## src/rtl/power_logger_pkg.sv

```systemverilog
// Shared encodings, constants and helpers for the multi-channel power logger.
package power_logger_pkg;

    localparam logic [1:0] MODE_OFF    = 2'b00;
    localparam logic [1:0] MODE_BYPASS = 2'b01;
    localparam logic [1:0] MODE_SCALED = 2'b10;

    typedef enum logic [0:0] {
        IDLE = 1'b0,
        SCAN = 1'b1
    } scan_state_t;

    localparam int RATIO_FRAC_BITS = 2;
    localparam int DROP_W          = 8;

    // Drop counter sticks at full scale instead of wrapping.
    function automatic logic [DROP_W-1:0] sat_inc_drop(input logic [DROP_W-1:0] cnt);
        if (cnt == {DROP_W{1'b1}}) begin
            return cnt;
        end else begin
            return cnt + DROP_W'(1);
        end
    endfunction

endpackage

```

## src/rtl/slew_converter_ch.sv

```systemverilog
// One converter channel: mode-selected target (with saturating Q2.2 gain)
// followed by a slew-rate-limited output register.
module slew_converter_ch
    import power_logger_pkg::*;
#(
    parameter int WIDTH = 8,
    parameter int STEP  = 8
) (
    input  logic             clk,
    input  logic             reset,
    input  logic [WIDTH-1:0] vin,
    input  logic [1:0]       mode,
    input  logic [3:0]       ratio,
    output logic [WIDTH-1:0] vout
);

    localparam logic [WIDTH-1:0] STEP_V = WIDTH'(STEP);
    localparam logic [WIDTH+3:0] SAT_V  = {4'b0000, {WIDTH{1'b1}}};

    logic [WIDTH+3:0] product_s;
    logic [WIDTH+3:0] shifted_s;
    logic [WIDTH-1:0] scaled_s;
    logic [WIDTH-1:0] target_s;
    logic [WIDTH-1:0] delta_s;
    logic [WIDTH-1:0] next_s;
    logic [WIDTH-1:0] vout_r;

    // Gain stage: full-precision product, drop the two fraction bits, clamp to full scale.
    always_comb begin
        product_s = {4'b0000, vin} * {{WIDTH{1'b0}}, ratio};
        shifted_s = product_s >> RATIO_FRAC_BITS;
        if (shifted_s > SAT_V) begin
            scaled_s = {WIDTH{1'b1}};
        end else begin
            scaled_s = shifted_s[WIDTH-1:0];
        end
    end

    // Target selection; the unused encoding behaves like off.
    always_comb begin
        case (mode)
            MODE_BYPASS: target_s = vin;
            MODE_SCALED: target_s = scaled_s;
            MODE_OFF:    target_s = {WIDTH{1'b0}};
            default:     target_s = {WIDTH{1'b0}};
        endcase
    end

    // Move toward the target by at most STEP per cycle.
    always_comb begin
        if (target_s >= vout_r) begin
            delta_s = target_s - vout_r;
            if (delta_s <= STEP_V) begin
                next_s = target_s;
            end else begin
                next_s = vout_r + STEP_V;
            end
        end else begin
            delta_s = vout_r - target_s;
            if (delta_s <= STEP_V) begin
                next_s = target_s;
            end else begin
                next_s = vout_r - STEP_V;
            end
        end
    end

    // Output register.
    always_ff @(posedge clk or negedge reset) begin
        if (!reset) begin
            vout_r <= {WIDTH{1'b0}};
        end else begin
            vout_r <= next_s;
        end
    end

    assign vout = vout_r;

endmodule

```

## src/rtl/power_logger_array.sv

```systemverilog
// Multi-channel power logger: slew-limited converters, a decimated scan that
// snapshots every channel, and a channel-tagged FWFT FIFO drained by valid/ready.
module power_logger_array
    import power_logger_pkg::*;
#(
    parameter  int WIDTH    = 8,
    parameter  int CHANNELS = 4,
    parameter  int DEPTH    = 16,
    parameter  int STEP     = 8,
    parameter  int DECIM_W  = 8,
    localparam int CH_W     = (CHANNELS > 1) ? $clog2(CHANNELS) : 1
) (
    input  logic                      clk,
    input  logic                      reset,
    input  logic [CHANNELS*WIDTH-1:0] vin,
    input  logic [2*CHANNELS-1:0]     mode,
    input  logic [3:0]                ratio,
    input  logic                      log_en,
    input  logic [DECIM_W-1:0]        decim,
    output logic [CHANNELS*WIDTH-1:0] vout,
    output logic [WIDTH-1:0]          data_out,
    output logic [CH_W-1:0]           data_ch,
    output logic                      data_valid,
    input  logic                      data_ready,
    output logic                      overflow,
    input  logic                      clear_ovf,
    output logic [DROP_W-1:0]         drop_count,
    output logic                      busy
);

    localparam int              AW       = $clog2(DEPTH);
    localparam int              ENTRY_W  = CH_W + WIDTH;
    localparam logic [CH_W-1:0] LAST_IDX = CH_W'(CHANNELS - 1);

    logic [DECIM_W-1:0] decim_cnt_r;
    logic               tick_s;
    scan_state_t        state_r;
    scan_state_t        state_next_s;
    logic [CH_W-1:0]    idx_r;
    logic [CH_W-1:0]    idx_next_s;
    logic               snap_load_s;
    logic [WIDTH-1:0]   snap_r [CHANNELS];
    logic [ENTRY_W-1:0] mem_r [DEPTH];
    logic [AW:0]        wr_ptr_r;
    logic [AW:0]        rd_ptr_r;
    logic               empty_s;
    logic               full_s;
    logic               push_s;
    logic               pop_s;
    logic               push_ok_s;
    logic               drop_s;
    logic [ENTRY_W-1:0] push_entry_s;
    logic [ENTRY_W-1:0] head_s;
    logic               overflow_r;
    logic [DROP_W-1:0]  drop_cnt_r;

    for (genvar g = 0; g < CHANNELS; g++) begin : g_ch
        slew_converter_ch #(
            .WIDTH (WIDTH),
            .STEP  (STEP)
        ) u_ch (
            .clk   (clk),
            .reset (reset),
            .vin   (vin[g*WIDTH +: WIDTH]),
            .mode  (mode[2*g +: 2]),
            .ratio (ratio),
            .vout  (vout[g*WIDTH +: WIDTH])
        );
    end

    assign tick_s = log_en && (decim_cnt_r == decim);

    // Decimation counter; parked at zero while logging is disabled.
    always_ff @(posedge clk or negedge reset) begin
        if (!reset) begin
            decim_cnt_r <= {DECIM_W{1'b0}};
        end else if (!log_en || tick_s) begin
            decim_cnt_r <= {DECIM_W{1'b0}};
        end else begin
            decim_cnt_r <= decim_cnt_r + DECIM_W'(1);
        end
    end

    // Scan FSM next-state: ticks are only honoured from IDLE.
    always_comb begin
        state_next_s = state_r;
        idx_next_s   = idx_r;
        snap_load_s  = 1'b0;
        push_s       = 1'b0;
        case (state_r)
            IDLE: begin
                if (tick_s) begin
                    state_next_s = SCAN;
                    idx_next_s   = {CH_W{1'b0}};
                    snap_load_s  = 1'b1;
                end else begin
                    state_next_s = IDLE;
                end
            end
            SCAN: begin
                push_s = 1'b1;
                if (idx_r == LAST_IDX) begin
                    state_next_s = IDLE;
                    idx_next_s   = {CH_W{1'b0}};
                end else begin
                    idx_next_s = idx_r + CH_W'(1);
                end
            end
            default: begin
                state_next_s = IDLE;
                idx_next_s   = {CH_W{1'b0}};
            end
        endcase
    end

    // Scan state, index and channel snapshot registers.
    always_ff @(posedge clk or negedge reset) begin
        if (!reset) begin
            state_r <= IDLE;
            idx_r   <= {CH_W{1'b0}};
            for (int i = 0; i < CHANNELS; i++) begin
                snap_r[i] <= {WIDTH{1'b0}};
            end
        end else begin
            state_r <= state_next_s;
            idx_r   <= idx_next_s;
            if (snap_load_s) begin
                for (int i = 0; i < CHANNELS; i++) begin
                    snap_r[i] <= vout[i*WIDTH +: WIDTH];
                end
            end
        end
    end

    assign busy         = (state_r == SCAN);
    assign push_entry_s = {idx_r, snap_r[idx_r]};

    // The extra pointer bit tells full from empty when the index bits match.
    assign empty_s   = (wr_ptr_r == rd_ptr_r);
    assign full_s    = (wr_ptr_r[AW] != rd_ptr_r[AW]) &&
                       (wr_ptr_r[AW-1:0] == rd_ptr_r[AW-1:0]);
    assign pop_s     = !empty_s && data_ready;
    assign push_ok_s = push_s && (!full_s || pop_s);
    assign drop_s    = push_s && !push_ok_s;
    assign head_s    = mem_r[rd_ptr_r[AW-1:0]];

    assign data_valid = !empty_s;
    assign data_out   = empty_s ? {WIDTH{1'b0}} : head_s[WIDTH-1:0];
    assign data_ch    = empty_s ? {CH_W{1'b0}}  : head_s[ENTRY_W-1 -: CH_W];

    // FIFO storage; contents are don't-care until written.
    always_ff @(posedge clk) begin
        if (push_ok_s) begin
            mem_r[wr_ptr_r[AW-1:0]] <= push_entry_s;
        end
    end

    // FIFO pointers.
    always_ff @(posedge clk or negedge reset) begin
        if (!reset) begin
            wr_ptr_r <= {(AW+1){1'b0}};
            rd_ptr_r <= {(AW+1){1'b0}};
        end else begin
            if (push_ok_s) begin
                wr_ptr_r <= wr_ptr_r + {{AW{1'b0}}, 1'b1};
            end
            if (pop_s) begin
                rd_ptr_r <= rd_ptr_r + {{AW{1'b0}}, 1'b1};
            end
        end
    end

    // Overflow tracking; a drop in the same cycle as a clear still registers.
    always_ff @(posedge clk or negedge reset) begin
        if (!reset) begin
            overflow_r <= 1'b0;
            drop_cnt_r <= {DROP_W{1'b0}};
        end else if (drop_s) begin
            overflow_r <= 1'b1;
            drop_cnt_r <= clear_ovf ? DROP_W'(1) : sat_inc_drop(drop_cnt_r);
        end else if (clear_ovf) begin
            overflow_r <= 1'b0;
            drop_cnt_r <= {DROP_W{1'b0}};
        end
    end

    assign overflow   = overflow_r;
    assign drop_count = drop_cnt_r;

endmodule
```

## config.mk

```make
export PLATFORM = sky130hd
export DESIGN_NAME = power_logger_array
export DESIGN_NICKNAME = d
export VERILOG_FILES = /design/src/rtl/power_logger_pkg.sv /design/src/rtl/slew_converter_ch.sv /design/src/rtl/power_logger_array.sv
export SDC_FILE = /design/constraint.sdc
export NUM_CORES = 1
export LEC_CHECK = 0
export BUFFER_PORTS_ARGS = -buffer_cell sky130_fd_sc_hd__clkbuf_2
export CORE_MARGIN = 8
export CORE_UTILIZATION = 45
export CTS_CLUSTER_SIZE = 12
export DETAILED_ROUTE_END_ITERATION = 16
export GPL_TIMING_DRIVEN = 0
export PLACE_DENSITY_LB_ADDON = 0.15
export SLEW_MARGIN = 10
export SYNTH_ARGS = -nofsm -noshare
export SYNTH_HDL_FRONTEND = slang
export SYNTH_SLANG_ARGS = --single-unit
```

## constraint.sdc

```tcl
create_clock -name clk -period 2.75 [get_ports clk]
set_input_delay 0.4125 -clock clk [delete_from_list [all_inputs] [get_ports clk]]
set_output_delay 0.4125 -clock clk [all_outputs]
set_load 0.02 [all_outputs]
```

Yosys cells after proc, flatten, opt, wreduce, memory -nomap -nowiden
Memories as Yosys holds them, arrays and structs flattened.
Cells that the tools add are included.

storage, ports and cells
  register bits after elaboration = 94
  bits in writable memories = 160
  word-level logic and storage cells = 131
  memories kept = 1

operators by class
  eq/ne operators = 16
  mux-type cells = 42
  $mul = 4
  magnitude comparators = 17
  reduce and logical (&&, ||, !) cells = 13
  $add $sub $neg = 21
  bitwise gates (word level) = 2

memories
  name   depth  bits a word  rd ports  clocked after Yosys merged registers in  wr ports  line                      source
  mem_r  16     10           1         0                                        1         power_logger_array.sv:43  logic [ENTRY_W-1:0] mem_r [DEPTH];

operator list
  kind                 number
  $mux 8               24
  $le 8x4->1 const B   8
  $pmux 8 s2           4
  $sub 8x8->8          8
  $mul 8x4->12         4
  $gt 10x8->1 const B  4
  $add 8x4->8 const B  4
  $ge 8x8->1           4
  $sub 8x4->8 const B  4
  $add 8x1->8 const B  2
  $bmux 8 s2           1
  $add 5x1->5 const B  2
  $eq 2x2->1 const B   5
  $eq 2x1->1 const B   4
  $eq 8x8->1           1
  $eq 8x8->1 const B   1
  $mux 1               8
  $mux 2               3
  $eq 5x5->1           1
  $logic_and 1x1->1    5
  $eq 4x4->1           1
  $logic_not 1->1      4
  $ne 2x2->1 const B   2
  $pmux 2 s2           1
  other kinds (9)      10

Longest topological paths before layout
Gate-level depths: netlist (run 1).

  word-level depth = 9
  depth in mapped cells = 27

Hierarchy
Synthesis (run 1) repeated with hierarchy kept, for this count alone.

second synthesis, totals
  cell total of the unflattened synthesis = 1,659
  area, all modules = 18,108.6 µm²

by module, submodules not included
  module                            times used  area each (µm²)  cells each  seq. area each (µm²)
  power_logger_array                1           9,034.9          500         6,356.1
  slew_converter_ch (g_ch[0].u_ch)  1           2,378.5          298         200.2
  slew_converter_ch (g_ch[3].u_ch)  1           2,292.2          300         200.2
  slew_converter_ch (g_ch[1].u_ch)  1           2,223.4          281         200.2
  slew_converter_ch (g_ch[2].u_ch)  1           2,179.6          280         200.2

Least setup slack after synthesis (run 1)
OpenSTA, ideal clock, no wires.

  path kind = in2reg
  from = in ratio[1]
  to = reg g_ch[0].u_ch.vout_r[3]
  cell stages on the path = 26
  setup slack = -3.293 ns
  arrival time = 5.915 ns
  library setup time = 0.128 ns
  path through = clkbuf_1 clkbuf_1 nand2_1 fa_1 fa_1 inv_1 fa_1 a211oi_1 o21ai_0 a311oi_1 o21ai_0 a21bo_1 and2_1 nor2_1 o22ai_1 ha_1 buf_2 o21ai_1 a21oi_1 o41ai_1 mux2_2 nor2_1 mux2i_1 buf_2 mux2i_1 o31ai_1

on the way
  cells in the longest elaborated chain, start to end = 8

RTL lines
  element                                line                                              source
  start: declaration                     power_logger_array.sv:17                          input logic [3:0] ratio,
  $mul 8x4->12 (*)                       slew_converter_ch.sv:30                           product_s = {4'b0000, vin} * {{WIDTH{1'b0}}, ratio};
  $gt 10x8->1                            slew_converter_ch.sv:32                           if (shifted_s > SAT_V) begin
  $mux 8 (*)                             slew_converter_ch.sv:32
  $pmux 8 s2 (*)                         slew_converter_ch.sv:41                           case (mode)
  $sub 8x8->8, on equally long branches  slew_converter_ch.sv:59, slew_converter_ch.sv:52
  $le 8x4->1, on equally long branches   slew_converter_ch.sv:60, slew_converter_ch.sv:53
  $mux 8, on equally long branches       slew_converter_ch.sv:60, slew_converter_ch.sv:53
  $mux 8 (*)                             slew_converter_ch.sv:51                           if (target_s >= vout_r) begin
  named net g_ch[0].u_ch.next_s[3]       slew_converter_ch.sv:25                           logic [WIDTH-1:0] next_s;
  end signal: assignment                 slew_converter_ch.sv:71                           vout_r <= {WIDTH{1'b0}};
  end signal: assignment                 slew_converter_ch.sv:73                           vout_r <= next_s;
  end: declaration                       slew_converter_ch.sv:26                           logic [WIDTH-1:0] vout_r;

Mark *: on every way through the listed nets, which the timed path passes. The rest lies on a longest branch.
A chain may end at the register's enable or synchronous reset.

Final worst setup path (run 1)
  from = in ratio[1]
  to = reg g_ch[2].u_ch.vout_r[2]

on the way
  cells in the longest elaborated chain, start to end = 8

RTL lines
  element                                line
  $mul 8x4->12 (*)                       slew_converter_ch.sv:30
  $gt 10x8->1                            slew_converter_ch.sv:32
  $mux 8 (*)                             slew_converter_ch.sv:32
  $pmux 8 s2 (*)                         slew_converter_ch.sv:41
  $sub 8x8->8, on equally long branches  slew_converter_ch.sv:59, slew_converter_ch.sv:52
  $le 8x4->1, on equally long branches   slew_converter_ch.sv:60, slew_converter_ch.sv:53
  $mux 8, on equally long branches       slew_converter_ch.sv:60, slew_converter_ch.sv:53
  $mux 8 (*)                             slew_converter_ch.sv:51
  end signal: assignment                 slew_converter_ch.sv:71
  end signal: assignment                 slew_converter_ch.sv:73
  end: declaration                       slew_converter_ch.sv:26

Mark *: on every way between the ends. The rest lies on a longest branch, timed or not.

==> metrics, run 1 <==
status=finished with violations; violated checks=negative setup slack; mapped cell area=between 0.015 and 0.02 sq mm; Die Y-Extent=between 200 and 250 um; via count=between 10000 and 15000; TritonCTS clock tree=built; Max Slew Vio Count=0; Initial Utilization=0.453; clock transition at the registers of the reported paths=approximately 0.06 ns; width of the die=roughly 220 um; post-synthesis compound-gate area fraction=0.130; share of cells above drive strength 1=0.356; final hold vios=0; simple logic cell fraction of the synthesized area=0.146; Hold EP=g_ch[1].u_ch.vout[0]$_DFFE_PN0P_; M1 GR Usage=0.243; synth unique cells=between 90 and 100; MaxCap Viol Count=0; ANT cells=0; Primary FF master, synth=edfxtp_1; Via density=5.51; P_leak=around 9.7 nW; clk sinks=254; critical path arrival=~5.7 ns; dpl hpwl=roughly 34000 um; Hold Crit Class=in -> reg; Final Cycle Share=1.93; PortBufs=around 110; WP data required=3.19 ns; flops & latches, synth=between 200 and 300; Layout Cells excl Fill=around 2500; clk buf depth=3; Root Buffer=clkbuf_16; Slew @ Worst Pin=approximately 0.77 ns; HP Start=vin[8]; Max Fclk=~190 MHz; Routed WL=~50000 um; antenna-violating nets left=0; r2r endpoint=g_ch[1].u_ch.vout[7]$_DFF_PN0_; worst hold path cell count=3; cells on worst reg2reg path=10; final clock skew=just over 0.009 ns; sequential-to-total area share from yosys stat=0.401; Critical Path End Type=flop; crit path launch type=input port; final-report setup violation count=42; Cells after Synth=approximately 1700; number of global-route vias before repair=approximately 14000; final hold slack=0.210 ns; Total GRT Usage=0.201; Clk Latency, worst-skew pair=approximately 0.55 ns; met3 track demand over resource=0.0270; slew margin rel.=0.487; post-synthesis mux area share=0.0822; WL/cell=19.5 um; Num CTS Buffers=29; Iter 0 DRT Violations=758; Post-synth EDFFs=160; GRT Max-Usage Layer=met2; Post-synth ARST share=0.370; synthesis warning total=0; VDD IR max=approximately 480 uV; Mapped Avg Cell Area=between 10 and 15 sq um; adder-cell share of the synthesized area=0.155; xor and xnor area share after synthesis=0.0363; DR DRC count=0; Final Wtd Congestion=0.842; Crit Reg-Reg Startpoint=g_ch[1].u_ch.vout[3]$_DFF_PN0_; final net count=2198; R2R setup slack=-0.24 ns; initial antenna violation count=0; PwrDens=roughly 970 mW/mm^2; Final Util=0.595; I/O pins=110; total power=roughly 23 mW; total grt overflow=0; largest net degree at the start of global routing=80; Worst Path Max Fanout=7; Layout area overhead=31.5%; Period minus WS final=~5.3 ns; Core ar.=0.0395 sq mm; met2 usage=0.358; Setup CP Type=in -> reg; largest family of logic cells by synthesized area=adder cells; first-pass GRT wire length=about 76000 um; DIE AREA=approximately 0.046 sq mm; Cell Rows=between 70 and 80; TritonRoute pass-1 iters=5; unrepaired setup endpoints after global routing=true; Final WS setup=-2.56 ns; htree depth=1; Syn Nets=between 1500 and 2000; DP Cell Count=between 2000 and 2500
## power by group
part           switching, mW  internal (mW)  leakage (nW)
Clock                   1.55           2.13         0.424
Combinational           7.09           6.78          6.63
Sequential             0.590           4.59          2.65
## worst max path at each step
stage	from	to	slack, ns	cells after the start
after floorplan	ratio[1]	g_ch[2].u_ch.vout[2]$_DFFE_PN0P_	-2.61	25
after global placement	ratio[3]	g_ch[2].u_ch.vout[6]$_DFF_PN0_	-3.74	23
after detailed placement	ratio[3]	g_ch[2].u_ch.vout[6]$_DFF_PN0_	-3.86	23
after CTS	ratio[1]	g_ch[0].u_ch.vout[3]$_DFF_PN0_	-2.52	27
after global routing	ratio[1]	g_ch[2].u_ch.vout[2]$_DFFE_PN0P_	-2.70	26
final	ratio[1]	g_ch[2].u_ch.vout[2]$_DFFE_PN0P_	-2.56	26
## stage by stage
step | area [sq um] | TNS, ns | setup WS (ns)
2_1_floorplan | 18400 | -78.94 | -2.61
3_3_place_gp | 19600 | -130.67 | -3.74
3_5_place_dp | 19600 | -116.71 | -3.86
4_1_cts | 22300 | -80.32 | -2.52
5_1_grt | 23500 | -87.27 | -2.70
6_report | 23500 | -80.97 | -2.56
## layout by cell type (no fill, tap or decap), types with 13 or more instances in the layout
master / instances
o21ai_0: 58
inv_2: 34
nand2b_1: 14
and2_1: 64
ha_4: 36
nor2b_1: 19
clkbuf_16: 36
ha_1: 102
clkbuf_2: 95
nand2_1: 142
o21ai_2: 14
a21o_1: 13
nor2_1: 63
clkbuf_1: 27
mux4_2: 58
and2_4: 21
nor3_1: 20
buf_6: 36
buf_4: 116
o211ai_1: 14
inv_1: 134
xor2_1: 24
nand3_1: 30
edfxtp_1: 160
dfrtp_1: 92
o21ai_1: 14
a21oi_2: 21
fa_1: 44
a21oi_1: 31
buf_8: 14
xnor2_1: 47
## critical path, cell delays in order
cell,delay (ns)
buf_8,0.10
clkbuf_16,0.15
buf_4,0.14
buf_8,0.12
nand2_2,0.05
fa_1,0.43
fa_1,0.57
inv_2,0.05
fa_2,0.36
a21oi_4,0.18
o2111a_1,0.27
nor2_2,0.07
or3_4,0.39
nand3_4,0.16
a21oi_4,0.08
a31oi_4,0.22
inv_2,0.07
ha_4,0.25
buf_8,0.12
a21oi_2,0.11
nand2_1,0.07
o2bb2ai_2,0.12
o31a_1,0.32
nor2_4,0.18
mux2i_4,0.40
mux2_4,0.33
## cell type report
type | count | area [sq um]
Buffer | 51 | 514
Clock buffer | 38 | 759
Fill cell | 3261 | 16000
Tap cell | 525 | 657
Multi-Input combinational cell | 1182 | 11500
Timing Repair Buffer | 262 | 2080
Inverter | 169 | 634
Clock inverter | 15 | 138
Sequential cell | 254 | 7160
## Yosys cell counts, types with 10 or more instances
library cell	count	area, sq um
a211oi_1	21	158
a21o_1	13	97.6
a21oi_1	58	290
a31oi_1	10	62.6
and2_1	92	576
and3_1	12	75.1
buf_2	12	60.1
clkbuf_1	42	158
dfrtp_1	94	2350
edfxtp_1	160	4800
fa_1	48	961
ha_1	144	1800
inv_1	167	627
mux4_2	58	1310
nand2_1	155	582
nand2b_1	16	100
nand3_1	35	175
nand4_1	12	75.1
nor2_1	77	289
nor2b_1	32	200
nor3_1	27	135
o211ai_1	14	105
o21a_1	12	90.1
o21ai_0	90	450
o22ai_1	11	68.8
xnor2_1	48	420
xor2_1	26	228
## state kept, by name, summed over array words and instances (netlist names)
name,count
decim_cnt_r,8
snap_r,32
drop_count,8
busy,1
g_ch.u_ch.vout,32
wr_ptr_r,5
mem_r,160
rd_ptr_r,5
idx_r,2
overflow,1
## kinds of logic after synthesis
logic type,Yosys count
adders and majority gates,192
buffers and inverters,231
and+or+nand+nor,512
AOI/OAI and AO/OA,333
DFF,254
muxes,71
xor gates and xnor gates,74
## per-layer routing
| metal | share of wire | vias to the layer above |
|---|---|---|
| li1 | - | 6547 |
| met1 | 0.41 | 6838 |
| met2 | 0.51 | 291 |
| met3 | 0.042 | 88 |
| met4 | 0.034 | 0 |
| met5 | 0 | - |
## repair_timing
item                       in CTS  in global routing
setup endpoints to repair      83                193
buffers inserted               94                 53
hold buffers                    1                  0
hold endpoints to repair       15                  0
cloned                          6                  1
gates resized for setup       221                212
pin swaps                      99                123
No activity file was read; power rests on OpenSTA's default activity.
==> run 2, diff against run 1 <==
--- a/config.mk
+++ b/config.mk
@@ -11,7 +11,7 @@
 export CTS_CLUSTER_SIZE = 12
 export DETAILED_ROUTE_END_ITERATION = 16
 export GPL_TIMING_DRIVEN = 0
-export PLACE_DENSITY_LB_ADDON = 0.15
+export PLACE_DENSITY = 0.63
 export SLEW_MARGIN = 10
 export SYNTH_ARGS = -nofsm -noshare
 export SYNTH_HDL_FRONTEND = slang
==> metrics, run 2 (same netlist as run 1, synthesis figures left out) <==
largest net degree at the start of global routing=between 90 and 100; crit path launch type=input port; Max Slew Vio Count=0; Largest register FFs=160; critical path's top delay family=compound AO/OA/AOI/OAI gates; final net count=2197; clock transition at the registers of the reported paths=0.06 ns; Final Util=0.597; Post-DP Area=approximately 0.02 sq mm; antenna-violating nets left=0; initial antenna violation count=1; CP Depth=28; Iter 0 DRT Violations=734; crit-path most repeated cell=buf_4; Final WS setup=-2.64 ns; P_leak=9.70 nW; unrepaired setup endpoints after global routing=true; critical path's slowest cell=fa_1; critical path arrival=about 5.8 ns; Root Buffer=clkbuf_16; crit-path max cell delay=approximately 0.53 ns; width of the die=about 220 um; Core ar.=approximately 0.039 sq mm; I/O pins=110; share of cells above drive strength 1=0.361; slew margin rel.=0.470; via count=between 10000 and 15000; violated checks=negative setup slack; clk sinks=approximately 250; final-report setup violation count=42; VDD IR max=around 470 uV; clk buf depth=3; Internal Power=13.4 mW; Routed WL=between 40000 and 50000 um; Place WS=-3.63 ns; DIE AREA=about 0.046 sq mm; Buf/Inv on CP=9; Die Y-Extent=approximately 220 um; Initial Utilization=0.453; Final Wtd Congestion=0.859; status=finished with violations; Final Cycle Share=1.96; sw frac=0.411; PortBufs=between 100 and 150; WP data required=about 3.2 ns; Worst Path Max Fanout=6; total grt overflow=0; Cell Rows=73; clock network power share=0.144; total power=22.7 mW; Max Fclk=about 190 MHz; Slew @ Worst Pin=0.790 ns; Critical Path End Type=flop; Setup CP Type=in -> reg; number of fillers in the final layout=approximately 3200; ANT cells=0; Via density=between 5 and 6; Final Instance Area=between 0.02 and 0.025 sq mm; setup TNS=-81.31 ns; Sequential Power Share=0.229; TritonRoute pass-1 iters=6; worst hold path cell count=3; first-pass GRT wire length=between 70000 and 80000 um; Layout area overhead=31.9%; Layout Cells excl Fill=between 2000 and 2500; Clk Latency, worst-skew pair=0.53 ns; Comb power frac=0.627; TritonCTS clock tree=built; final hold vios=0; PwrDens=between 900 and 1000 mW/mm^2; number of global-route vias before repair=between 10000 and 15000; Num CTS Buffers=27; htree depth=1; Total GRT Usage=0.205; Hold Crit Class=in -> reg; DR DRC count=0; final hold slack=between 0.2 and 0.25 ns; MaxCap Viol Count=0; Period minus WS final=around 5.4 ns; Sw Pwr=between 9 and 10 mW; dpl hpwl=~34000 um; DP Cell Count=roughly 2300; cells on worst reg2reg path=11; WL/cell=between 15 and 20 um; final clock skew=between 0.01 and 0.015 ns; commonest non-fill, non-tap cell in the layout=edfxtp_1; most frequent cells in the layout=edfxtp_1 (160), nand2_1 (142), inv_1 (137)
-- run 2: repair_timing --
item,CTS,global route
hold buffers,1,0
gates cloned,7,0
hold endpoints to repair,32,0
pin swaps,97,163
setup endpoints to repair,83,190
gates resized for setup,228,231
setup buffers,103,49
-- run 2: per-layer routing --
metal  GRT usage  up-vias  wire length (um)
met3      0.0320       93              1980
met4      0.0658        2              1600
met1       0.241     7061             19900
met5           0        -                13
li1            -     6537                 -
met2       0.376      317             26100
-- run 2: cell type report --
| cell class | instances | area [sq um] | share of cell area |
|---|---|---|---|
| multi-input cells | 1182 | 11700 | 0.497 |
| flip-flops and latches | 254 | 7160 | 0.304 |
| repair buffers | 265 | 2130 | 0.0902 |
| clock buffers | 40 | 724 | 0.0308 |
| well taps | 525 | 657 | 0.0279 |
| inverters | 169 | 639 | 0.0271 |
| plain buffers | 49 | 489 | 0.0208 |
| clock inverters | 9 | 47.5 | 0.00202 |
-- run 2: worst reg2reg max path: cells and delay by family, from the launching register on --
kind,cells,cell delay (ns)
compound gates,3,0.56
mux,2,0.56
buf+inv,3,0.68
flops,1,0.46
simple gates,2,0.27
fa+ha+maj,1,0.38
-- run 2: final timing paths --
| path | end | slack (ns) | start |
|---|---|---|---|
| worst max-delay path | g_ch[0].u_ch.vout[7]$_DFF_PN0_ | -2.64 | ratio[2] |
| worst min-delay path | g_ch[1].u_ch.vout[0]$_DFFE_PN0P_ | 0.23 | vin[8] |
| worst max register to register | g_ch[2].u_ch.vout[2]$_DFFE_PN0P_ | -0.28 | g_ch[2].u_ch.vout[5]$_DFF_PN0_ |
| worst min register to register | snap_r[23]$_DFFE_PN0P_ | 0.47 | snap_r[23]$_DFFE_PN0P_ |
| max in group asynchronous | decim_cnt_r[4]$_DFF_PN0_ | 1.79 | reset |
| min in group asynchronous | rd_ptr_r[0]$_DFFE_PN0P_ | 0.25 | reset |
-- run 2: power by group through the flow --
stage	combinational, mW	clock [mW]	sequential [mW]
2_1_floorplan	7.32	0	5.28
3_3_place_gp	9.70	0	5.18
3_5_place_dp	9.89	0	5.19
4_1_cts	12.3	3.33	5.16
5_1_grt	15.4	3.50	5.27
6_report	14.2	3.26	5.21
==> run 3, diff against run 2 <==
--- a/config.mk
+++ b/config.mk
@@ -16,3 +16,4 @@
 export SYNTH_ARGS = -nofsm -noshare
 export SYNTH_HDL_FRONTEND = slang
 export SYNTH_SLANG_ARGS = --single-unit
+export TNS_END_PERCENT = 5
==> metrics, run 3 (same netlist as run 1, synthesis figures left out) <==
final hold vios=0; WL/cell=between 15 and 20 um; crit path launch type=input port; Internal Power=11.9 mW; first-pass GRT wire length=72200 um; critical path's slowest cell=fa_1; number of global-route vias before repair=13700; share of cells above drive strength 1=0.285; Crit Reg-Reg Startpoint=g_ch[2].u_ch.vout[6]$_DFF_PN0_; violated checks=negative setup slack; Clk Latency, worst-skew pair=0.53 ns; worst hold path cell count=3; TritonRoute pass-1 iters=5; R2R setup slack=-0.19 ns; clk buf depth=3; Die Y-Extent=around 220 um; largest net degree at the start of global routing=95; Cell Rows=73; Comb power frac=0.579; CP startpoint=ratio[1]; crit-path cells=buf_8, clkbuf_16, clkbuf_16, nand2_4, fa_1, fa_1, inv_2, fa_2, a211oi_4, o21a_1, nor2_1, a31oi_4, nor3b_1, a2111o_1, inv_1, ha_1, or2_2, a2111o_1, a211oi_4, mux2i_4, buf_6, mux2i_1, o31ai_1; Setup CP Type=in -> reg; Final Wtd Congestion=~0.83; Via density=around 5.5; number of fillers in the final layout=roughly 3500; Final WS setup=-2.59 ns; P_leak=about 9.1 nW; Layout area overhead=23.3%; Max Slew Vio Count=0; Root Buffer=clkbuf_16; status=finished with violations; Critical Path End Type=flop; DR DRC count=0; Worst Path Max Fanout=7; Sequential Power Share=0.253; MaxCap Viol Count=0; ANT cells=0; Total GRT Usage=0.189; sw frac=0.414; cells on worst reg2reg path=10; total grt overflow=0; slew margin rel.=0.398; crit-path max cell delay=between 0.5 and 0.6 ns; clk sinks=~250; via count=between 10000 and 15000; DIE AREA=about 0.046 sq mm; Iter 0 DRT Violations=~870; r2r endpoint=g_ch[2].u_ch.vout[5]$_DFF_PN0_; unrepaired setup endpoints after global routing=true; Routed WL=45800 um; Core ar.=about 0.039 sq mm; Final Cycle Share=1.94; clock transition at the registers of the reported paths=around 0.060 ns; Num CTS Buffers=27; Place WS=-3.69 ns; I/O pins=between 100 and 150; htree depth=1; PortBufs=108; commonest non-fill, non-tap cell in the layout=edfxtp_1; TritonCTS clock tree=built; Hold Crit Class=in -> reg; final-report setup violation count=between 40 and 50; VDD IR max=around 440 uV; Initial Utilization=0.453; PwrDens=923 mW/mm^2; antenna-violating nets left=0; WP data required=around 3.1 ns; initial antenna violation count=0; setup TNS=-86.98 ns; final net count=roughly 2100; final clock skew=approximately 0.010 ns; Largest register FFs=160; Sw Pwr=8.40 mW; most frequent cells in the layout=edfxtp_1 (160), nand2_1 (148), inv_1 (147); dpl hpwl=33000 um; clock network power share=0.168; Max Fclk=roughly 190 MHz; worst setup path endpoint=g_ch[0].u_ch.vout[3]$_DFF_PN0_; Slew @ Worst Pin=approximately 0.90 ns; critical path arrival=5.73 ns; width of the die=about 220 um; Period minus WS final=~5.3 ns
==> run 3: through the flow <==
step,power (mW),util,hold slack (ns),std cells,instance area (sq um)
after detailed placement,14.9,0.494,0.470,2301,19500
final,20.3,0.558,0.224,2438,22000
after global placement,14.6,0.493,0.457,2300,19400
after floorplan,12.4,-,0.117,1667,18200
after global routing,21.6,0.558,0.230,2438,22000
after CTS,19.3,0.536,0.195,2400,21100
==> run 3: area by class of cell <==
type	instances	area (sq um)	area share
Multi-Input combinational cell	1182	10900	0.496
Sequential cell	254	7160	0.325
Timing Repair Buffer	201	1390	0.0632
Clock buffer	42	752	0.0341
Tap cell	525	657	0.0298
Inverter	169	637	0.0289
Buffer	58	443	0.0201
Clock inverter	7	63.8	0.00290
==> run 3: worst max-delay path, delay by kind of cell <==
family                     cells  cell delay (ns)
buffers and inverters          6             0.76
muxes                          2             0.29
AOI/OAI and AO/OA              7             2.11
adders and majority gates      4             1.63
and+or+nand+nor                4             0.53
==> run 3: worst min-delay path by stage <==
stage	start	endpoint	slack (ns)
2_1_floorplan	reset	busy$_DFF_PN0_	0.12
3_3_place_gp	snap_r[21]$_DFFE_PN0P_	snap_r[21]$_DFFE_PN0P_	0.46
3_5_place_dp	snap_r[20]$_DFFE_PN0P_	snap_r[20]$_DFFE_PN0P_	0.47
4_1_cts	vin[8]	g_ch[1].u_ch.vout[0]$_DFFE_PN0P_	0.19
5_1_grt	vin[8]	g_ch[1].u_ch.vout[0]$_DFFE_PN0P_	0.23
6_report	vin[8]	g_ch[1].u_ch.vout[0]$_DFFE_PN0P_	0.22
==> run 3: power by group through the flow <==
stage | sequential [mW] | combinational (mW) | clock, mW
CTS | 5.12 | 10.6 | 3.49
global placement | 5.17 | 9.47 | 0
detailed placement | 5.20 | 9.66 | 0
floorplan | 5.28 | 7.12 | 0
global route | 5.21 | 12.8 | 3.62
finish | 5.14 | 11.8 | 3.41
==> run 3: timing repair <==
action	in CTS	in global routing
hold buffers	1	0
pin swaps	52	95
resized for setup	99	143
endpoints found under the hold margin	94	0
setup buffers	47	39
cloned	3	2
endpoints found under the setup margin	83	204
==> run 3: metal layers <==
layer | vias up | share of wire | global-route usage
met3 | 60 | 0.047 | 0.0254
met4 | 0 | 0.021 | 0.0465
met5 | - | 0 | 0
li1 | 6432 | - | -
met1 | 6707 | 0.42 | 0.238
met2 | 291 | 0.51 | 0.338
